**src/rtl/fetch_queue.sv**
```systemverilog
// PC sequencer and length-tagged instruction queue between fetchbuffer and decode.
// Issues fetch requests, splits 16/32-bit instructions, and owns redirect/fence.i flushes.

package fetch_queue_pkg;
  typedef struct packed {
    logic        mem_valid;
    logic        mem_fence;
    logic        mem_instr;
    logic [31:0] mem_addr;
    logic [31:0] mem_wdata;
    logic [3:0]  mem_wstrb;
  } mem_in_type;

  typedef struct packed {
    logic [31:0] mem_rdata;
    logic        mem_ready;
  } mem_out_type;

  typedef struct packed {
    logic [31:0] pc;
    logic [31:0] instr;
    logic        comp;
  } fq_entry_t;
endpackage

module fetch_queue
  import fetch_queue_pkg::*;
#(
  parameter logic [31:0] RESET_PC = 32'h0000_0000,
  parameter int unsigned QDEPTH   = 4
) (
  input  logic        clk,
  input  logic        rst,
  output mem_in_type  fetchbuffer_in,
  input  mem_out_type fetchbuffer_out,
  input  logic        redirect_valid,
  input  logic [31:0] redirect_addr,
  input  logic        fence_req,
  output logic        deq_valid,
  input  logic        deq_ready,
  output logic [31:0] deq_pc,
  output logic [31:0] deq_instr,
  output logic        deq_comp
);

  localparam int unsigned PTR_W = $clog2(QDEPTH);
  localparam int unsigned CNT_W = PTR_W + 1;

  typedef enum logic [1:0] {RUN, FLUSH, FENCE} state_t;

  state_t             state_q, state_d;
  logic [31:0]        pc_q, pc_d;
  logic [CNT_W-1:0]   count_q, count_d;
  logic [PTR_W-1:0]   wptr_q, wptr_d, rptr_q, rptr_d;
  fq_entry_t          entries_q [QDEPTH];

  logic               flush;
  logic               enq;
  logic               deq_fire;
  logic               mem_valid;
  logic               mem_fence;
  logic               rcomp;
  fq_entry_t          new_entry;
  fq_entry_t          head;

  // Next-state, request and queue-control logic
  always_comb begin
    state_d   = state_q;
    pc_d      = pc_q;
    count_d   = count_q;
    wptr_d    = wptr_q;
    rptr_d    = rptr_q;
    mem_valid = 1'b0;
    mem_fence = 1'b0;
    enq       = 1'b0;
    deq_fire  = 1'b0;

    flush = fence_req | redirect_valid;
    rcomp = (fetchbuffer_out.mem_rdata[1:0] != 2'b11);

    new_entry.pc    = pc_q;
    new_entry.instr = rcomp ? {16'h0000, fetchbuffer_out.mem_rdata[15:0]}
                            : fetchbuffer_out.mem_rdata;
    new_entry.comp  = rcomp;

    unique case (state_q)
      RUN:     mem_valid = (count_q < CNT_W'(QDEPTH));
      FLUSH:   state_d = RUN;
      FENCE: begin
        mem_valid = 1'b1;
        mem_fence = 1'b1;
        state_d   = RUN;
      end
      default: state_d = RUN;
    endcase

    if (flush || rst) begin
      mem_valid = 1'b0;
      mem_fence = 1'b0;
    end

    deq_valid = (count_q != '0) & ~flush & ~rst;
    // Fence-cycle responses are ignored; only RUN accepts data
    enq      = (state_q == RUN) & mem_valid & fetchbuffer_out.mem_ready;
    deq_fire = deq_valid & deq_ready;

    if (enq) begin
      wptr_d = wptr_q + PTR_W'(1);
      pc_d   = pc_q + (rcomp ? 32'd2 : 32'd4);
    end
    if (deq_fire) begin
      rptr_d = rptr_q + PTR_W'(1);
    end
    count_d = count_q + CNT_W'(enq) - CNT_W'(deq_fire);

    if (flush) begin
      enq     = 1'b0;
      count_d = '0;
      wptr_d  = '0;
      rptr_d  = '0;
      pc_d    = {redirect_addr[31:1], 1'b0};
      state_d = fence_req ? FENCE : FLUSH;
    end
  end

  always_ff @(posedge clk) begin
    if (rst) begin
      state_q <= RUN;
      pc_q    <= RESET_PC;
      count_q <= '0;
      wptr_q  <= '0;
      rptr_q  <= '0;
    end else begin
      state_q <= state_d;
      pc_q    <= pc_d;
      count_q <= count_d;
      wptr_q  <= wptr_d;
      rptr_q  <= rptr_d;
    end
  end

  // Queue storage needs no reset; count gates visibility
  always_ff @(posedge clk) begin
    if (!rst && enq) begin
      entries_q[wptr_q] <= new_entry;
    end
  end

  always_comb begin
    head      = entries_q[rptr_q];
    deq_pc    = deq_valid ? head.pc    : 32'h0;
    deq_instr = deq_valid ? head.instr : 32'h0;
    deq_comp  = deq_valid ? head.comp  : 1'b0;

    fetchbuffer_in.mem_valid = mem_valid;
    fetchbuffer_in.mem_fence = mem_fence;
    fetchbuffer_in.mem_instr = 1'b1;
    fetchbuffer_in.mem_addr  = pc_q;
    fetchbuffer_in.mem_wdata = 32'h0;
    fetchbuffer_in.mem_wstrb = 4'h0;
  end

endmodule

```
**config.mk**
```make
export PLATFORM = sky130hd
export DESIGN_NAME = fetch_queue
export DESIGN_NICKNAME = d
export VERILOG_FILES = /design/src/rtl/fetch_queue.sv
export SDC_FILE = /design/constraint.sdc
export NUM_CORES = 1
export LEC_CHECK = 0
export ABC_AREA = 1
export CORE_ASPECT_RATIO = 1.75
export CORE_MARGIN = 10
export CORE_UTILIZATION = 50
export CTS_BUF_LIST = sky130_fd_sc_hd__clkbuf_8
export CTS_CLUSTER_SIZE = 25
export DETAILED_ROUTE_END_ITERATION = 16
export GPL_TIMING_DRIVEN = 0
export PLACE_DENSITY = 0.76
export SYNTH_ARGS = -nofsm -noshare
export SYNTH_HDL_FRONTEND = slang
export SYNTH_SLANG_ARGS = --single-unit
```
**constraint.sdc**
```tcl
create_clock -name clk -period 5.36 [get_ports clk]
set_input_delay 1.072 -clock clk [delete_from_list [all_inputs] [get_ports clk]]
set_output_delay 1.072 -clock clk [all_outputs]
set_load 0.02 [all_outputs]
```
==> summary.md, run 1 <==
| Metric | Value |
|---|---|
| Worst setup EP type | output port |
| Post-cts sizing count | 0 |
| # Post-CTS Setup Buffers | 0 |
| Antenna Nets Post-Route | 0 |
| Initial antenna violation count | 1 |
| Number of synthesized flops with an enable pin | between 200 and 300 |
| Nets | 1671 |
| Hold Crit Endpoint | count_q[2] |
| Reg2reg end | count_q[2] |
| Fill cells | 2161 |
| Worst vdd ir | 0.0001782 V |
| RSZ-0062 raised after global routing | no |
| DR WL/cell | 18.25 microns |
| First-pass GRT wire length | 54.57 mm |
| Mux cell area share after synthesis | 0 |
| M3 GR Usage | 0.03687 |
| Crit-path max FO | 10 |
| Post-DP Area | 15810 sq um |
| Hold wc startpoint | count_q[2] |
| PD cells | 288.9 nW/um^2 |
| Hold depth | 2 |
| Post-route cell area | 16720 sq um |
| Gr usage total | 0.2053 |
| CTS max path bufs | 3 |
| Grt met2 use | 0.3698 |
| Largest net degree at the start of global routing | 31 |
| Clk root buf | clkbuf_8 |
| YS warnings | 0 |
| Row cnt | 79 |
| Max Cap Viol | 0 |
| Vert. Die Dim | 236.7 microns |
| PortBufs | 165 |
| Worst path arrival time | ~3.6 ns |
| CP required | 4.29 ns |
| Final Critical Period | approximately 4.7 ns |
| P&R area growth vs syn | 24.62% |
| Final setup violation count | 0 |
| CP Class | input port to output port |
| Clock-pin transition on the worst setup and hold timing paths | ~0.08 ns |
| Final Power | 4.832 mW |
| Lkg Pwr | 6.082 nW |
| GRT met1 Usage | 0.2103 |
| Core area | approximately 26000 sq um |
| Detail Placement HPWL | 25.18 mm |
| Starting density of the core | 0.5066 |
| Final worst slack | 0.7097 ns |
| Drt first pass iters | 5 |
| DR vias | 10120 |
| Final period utilization | 0.8676 |
| Synthesized cell area | 13420 sq um |
| DRC Markers | 0 |
| Synth Area in Compound Gates | 0.09837 |
| Post-synth cell types | 36 |
| Sink Count | 298 |
| Chip width | 143.8 microns |
| Max Fclk | 0.2150 GHz |
| Adder-Cell Fraction of Synth Area | 0.01044 |
| Critical Path Start Type | input port |
| Xor and xnor area share after synthesis | 0.001958 |
| Simple-Gate Fraction of Synth Area | 0.1720 |
| Final wirelength | about 36 mm |
| Measured slew at the worst slew-check pin | 0.8701 ns |
| Launch point of the worst reg-to-reg path | state_q[0] |
| Share of the yosys chip area belonging to registers | 0.6355 |
| Layout cells sized above 1 | 0.1191 |
| Class of the worst hold path | flop to flop |
| GP Congestion | around 0.95 |
| Grt ovf | 0 |
| TritonCTS buffer count | 40 |
| I/O pins | 207 |
| Worst-case reg-to-reg path depth | 11 |
| Yosys reg bits | 298 |
| Final Hold Fails | 0 |
| Hold Slack | slightly above 0.5 ns |
| Largest family of logic cells by synthesized area | simple AND/OR/NAND/NOR gates |
| Vias in the first global route | a little over 10000 |
| Top_reg_cell synth | edfxtp_1 |
| Hold-fix buffers, CTS | 0 |
| Final Skew | approximately 0.017 ns |
| Max Transition Viols Final | 0 |
| H-tree depth | 2 |
| Worst skew pair latency | 0.54 ns |
| Mean Syn Cell Area | 10.02 sq um |
| Async SR Flop Fraction | 0 |
| Via-to-Cell Ratio | about 5.2 |
| GR peak layer | met2 |
| Iter 0 DRT Violations | between 600 and 700 |
| Reg2reg setup slack | around 2.9 ns |
| Syn Inst Count | around 1300 |
| Placed cells | 1873 |
| Status | completed |
| Setup slack after placement | roughly 0.7 ns |
| Final std cells w/o fill | 1947 |
| Full die area | 34050 sq um |
| Relative slew slack | 0.4199 |
| TritonCTS clock tree | done |
==> cells in the mapped netlist (4+ instances only) <==
cell | number | area, sq um
a21oi_1 | 79 | 395.4
clkbuf_1 | 34 | 127.6
buf_2 | 11 | 55.05
nand4_1 | 5 | 31.28
buf_4 | 74 | 555.5
ha_1 | 8 | 100.1
a21oi_2 | 10 | 87.58
o211ai_1 | 4 | 30.03
nand2_1 | 139 | 521.8
buf_1 | 15 | 56.30
nor2_1 | 357 | 1340
dfxtp_1 | 42 | 840.8
inv_1 | 68 | 255.2
o21ai_0 | 143 | 715.7
nor2_2 | 12 | 75.07
edfxtp_1 | 256 | 7687
nand3_1 | 37 | 185.2
nor3_1 | 11 | 55.05
==> metrics by stage <==
step / TNS (ns) / utilization
CTS: 0 / 0.6311
global route: 0 / 0.6312
global placement: -525.41 / 0.5895
floorplan: 0 / -
finish: 0 / 0.6313
detailed placement: 0 / 0.5969
==> cells in the final DEF, fill, tap and decap left out, types with 3 or more instances in the layout <==
| cell | Yosys | routed |
|---|---|---|
| nor2_1 | 357 | 353 |
| edfxtp_1 | 256 | 256 |
| clkdlybuf4s50_1 | 0 | 165 |
| o21ai_0 | 143 | 143 |
| nand2_1 | 139 | 139 |
| a21oi_1 | 79 | 79 |
| inv_1 | 68 | 74 |
| buf_4 | 74 | 74 |
| dfxtp_1 | 42 | 42 |
| clkbuf_8 | 0 | 42 |
| conb_1 | 2 | 39 |
| nand3_1 | 37 | 37 |
| clkbuf_1 | 34 | 34 |
| buf_1 | 15 | 15 |
| nor2_2 | 12 | 12 |
| buf_2 | 11 | 11 |
| nor3_1 | 11 | 11 |
| a21oi_2 | 10 | 10 |
| ha_1 | 8 | 8 |
| bufinv_16 | 0 | 7 |
| buf_12 | 0 | 7 |
| nor2_4 | 2 | 6 |
| clkinv_2 | 0 | 6 |
| nand4_1 | 5 | 5 |
| clkinvlp_4 | 0 | 5 |
| clkinv_1 | 0 | 5 |
| o211ai_1 | 4 | 4 |
| o21ai_1 | 3 | 3 |
| a211oi_1 | 3 | 3 |
| o21bai_1 | 3 | 3 |
| xor2_1 | 3 | 3 |
==> flip-flops by register name, summed over array words and instances, names as in the netlist, named ones only <==
name	count
wptr_q	2
entries_q	256
count_q	3
state_q	2
rptr_q	2
pc_q	31
==> logic make-up after synthesis <==
family / Yosys count
xor+xnor: 3
flops: 298
simple gates: 570
buf+inv: 207
other cells: 2
compound gates: 249
fa+ha+maj: 10
==> area by class of cell <==
cell class | instances | area [sq um] | share of cell area
flip-flops and latches | 298 | 8528 | 0.5100
well taps | 324 | 405.4 | 0.02424
repair buffers | 173 | 1819 | 0.1088
plain buffers | 136 | 817.0 | 0.04886
diodes | 2 | 5.005 | 0.0002993
clock buffers | 42 | 578.1 | 0.03457
multi-input cells | 871 | 3971 | 0.2375
inverters | 71 | 271.5 | 0.01624
clock inverters | 30 | 327.8 | 0.01960
==> critical path, cell delays in order <==
cell	delay (ns)
clkdlybuf4s50_1	0.46
nor2_4	0.19
nand2_4	0.12
inv_1	0.14
o31ai_1	0.16
buf_2	0.25
buf_2	0.23
a21oi_1	0.27
clkdlybuf4s50_1	0.67
==> metal layers <==
metal / vias up / part of all wire
met4: 0 / 0.059
met2: 422 / 0.53
met5: - / 0
li1: 4923 / -
met1: 4658 / 0.34
met3: 114 / 0.071
==> power by group <==
part	leakage, nW	switching [mW]	internal [mW]
Clock	0.469	0.845	1.08
Combinational	2.89	0.161	0.153
Sequential	2.72	0.0531	2.54
==> how the worst max path moves through the flow <==
stage,from,end,slack (ns),cells after the start
3_3_place_gp,redirect_valid,entries_q[3][10],-2.08,7
6_report,redirect_valid,deq_pc[15],0.71,9
3_5_place_dp,redirect_valid,deq_pc[22],0.72,9
5_1_grt,redirect_valid,deq_pc[17],0.58,9
4_1_cts,redirect_valid,deq_pc[22],0.68,9
2_1_floorplan,rst,entries_q[0][0],0.38,7
(Power assumes the default switching activity.)
==> run 2: changes to the inputs <==
--- a/config.mk
+++ b/config.mk
@@ -10,3 +10,3 @@
 export CORE_MARGIN = 10
-export CORE_UTILIZATION = 50
+export CORE_UTILIZATION = 55
 export CTS_BUF_LIST = sky130_fd_sc_hd__clkbuf_8
@@ -14,4 +14,5 @@
 export DETAILED_ROUTE_END_ITERATION = 16
+export GPL_ROUTABILITY_DRIVEN = 1
 export GPL_TIMING_DRIVEN = 0
-export PLACE_DENSITY = 0.76
+export PLACE_DENSITY = 0.82
 export SYNTH_ARGS = -nofsm -noshare
--- a/constraint.sdc
+++ b/constraint.sdc
@@ -3,2 +3,2 @@
 set_output_delay 1.072 -clock clk [all_outputs]
-set_load 0.02 [all_outputs]
+set_load 0.005 [all_outputs]
==> summary.md, run 2 (synthesis gave the netlist of run 1 again) <==
| Metric | Value |
|---|---|
| Status | completed |
| Vert. Die Dim | 226.6 microns |
| Class of the worst hold path | flop to flop |
| Post-cts sizing count | 0 |
| PortBufs | ~170 |
| GP Congestion | between 0.9 and 1 |
| H-tree depth | 2 |
| Gr usage total | 0.2213 |
| Core area | 24020 sq um |
| Antenna Nets Post-Route | 0 |
| Lkg Pwr | roughly 6 nW |
| Reg2reg end | count_q[2] |
| Max reg flops | about 260 |
| DRC Markers | 0 |
| CP max stage delay | 0.57 ns |
| Final Power | about 4.7 mW |
| TritonCTS buffer count | 40 |
| Worst skew pair latency | approximately 0.56 ns |
| I/O pins | just over 200 |
| Iter 0 DRT Violations | between 900 and 1000 |
| Final Core Density | 0.6933 |
| Final worst slack | 0.7150 ns |
| Most common cell after layout, fill and taps aside | nor2_1 |
| Chip width | around 140 microns |
| Worst vdd ir | 0.0002551 V |
| P&R area growth vs syn | 24.11% |
| DR vias | 10350 |
| CTS max path bufs | 3 |
| Full die area | 31290 sq um |
| Final period utilization | 0.8666 |
| CP delay by family, top | buffers and inverters |
| Hold wc startpoint | count_q[2] |
| Clk root buf | clkbuf_8 |
| Clock-pin transition on the worst setup and hold timing paths | approximately 0.070 ns |
| Worst-case reg-to-reg path depth | 11 |
| Hold-fix buffers, CTS | 0 |
| Nets | 1671 |
| Launch point of the worst reg-to-reg path | state_q[0] |
| Worst path arrival time | 3.57 ns |
| Final Hold Fails | 0 |
| Hold Crit Endpoint | count_q[2] |
| RSZ-0062 raised after global routing | no |
| Drt first pass iters | 6 |
| Most frequent cells in the layout | nor2_1, edfxtp_1, clkdlybuf4s50_1 |
| DR WL/cell | 18.82 microns |
| PD cells | 284.8 nW/um^2 |
| Setup slack after placement | 0.7246 ns |
| Largest regs | entries_q (256), pc_q (31), count_q (3) |
| Vias in the first global route | between 10000 and 15000 |
| Final wirelength | 36.33 mm |
| Sum of buffers and inverters on the critical path | 5 |
| Measured slew at the worst slew-check pin | 0.8719 ns |
| Starting density of the core | 0.5586 |
| Largest net degree at the start of global routing | 31 |
| Final setup violation count | 0 |
| Relative slew slack | 0.4187 |
| First-pass GRT wire length | between 50 and 60 mm |
| Largest Register | entries_q |
| CP required | 4.29 ns |
| Initial antenna violation count | 1 |
| Final Skew | 0.02933 ns |
| Hold depth | 2 |
| # Post-CTS Setup Buffers | 0 |
| Max Cap Viol | 0 |
| Via-to-Cell Ratio | 5.363 |
| Crit-path max FO | 10 |
| Max Transition Viols Final | 0 |
| Critical Path Start Type | input port |
| Layout cells sized above 1 | 0.1154 |
| TritonCTS clock tree | done |
| Sink Count | 298 |
| Fin Setup TNS | 0 ns |
| Worst setup EP type | output port |
| Grt ovf | 0 |
| Crit-path slowest cell | clkdlybuf4s50_1 |
| Critical path, cell by cell | clkdlybuf4s50_1, nor2_4, nand2_4, inv_1, o31ai_1, buf_2, buf_2, a21oi_1, clkdlybuf4s50_1 |
| CP Class | input port to output port |
| Final std cells w/o fill | between 1500 and 2000 |
| Final Critical Period | 4.645 ns |
| Detail Placement HPWL | ~25 mm |
| Max Fclk | 0.2153 GHz |
| Row cnt | 75 |
| Placed cells | 1857 |
| Reg2reg setup slack | 2.89 ns |
==> run 2: changes by cell type in the layout (fill, tap and decap cells not counted), sizes merged <==
cell      previous run  this run
clkinv              12        11
clkinvlp             5         3
inv                 77        80
bufinv               7         6
==> run 2: worst max path at each step <==
stage | startpoint | to | slack, ns | depth (start not counted)
floorplan | rst | entries_q[0][0] | 0.38 | 7
global placement | redirect_valid | entries_q[3][10] | -2.05 | 7
detailed placement | redirect_valid | deq_pc[18] | 0.72 | 9
CTS | redirect_valid | deq_pc[18] | 0.72 | 9
global route | redirect_valid | deq_pc[18] | 0.63 | 9
finish | redirect_valid | deq_pc[18] | 0.72 | 9
==> run 2: cell type report <==
cell class	count	area (sq um)
multi-input cells	871	3971
inverters	71	271.5
diodes	2	5.005
well taps	308	385.4
clock inverters	29	286.5
repair buffers	173	1812
plain buffers	136	817.0
fillers	1766	7368
flip-flops and latches	298	8528
clock buffers	42	578.1
==> run 2: routing by layer <==
metal | global-route usage | routed length, microns
met4 | 0.1126 | 1607
met2 | 0.4157 | 19560
met1 | 0.2306 | 12620
met5 | 0 | 0
met3 | 0.03812 | 2549
==> run 2: tightest hold or removal path, cell delays in order, from the launching register on <==
cell and delay [ns]:
dfxtp_1 0.31, inv_1 0.09, a21oi_1 0.07
==> run 2: stage by stage <==
step                hold WS (ns)  area, sq um
CTS                       0.5075        16650
finish                    0.5098        16650
floorplan                 0.4356        13560
detailed placement        0.4880        15790
global placement          0.4816        15600
global route              0.5184        16650
==> run 2: report_power, final <==
group | internal, mW | switching, mW | total, mW
combinational | 0.151 | 0.126 | 0.278
clock | 1.02 | 0.845 | 1.87
sequential | 2.54 | 0.0548 | 2.60
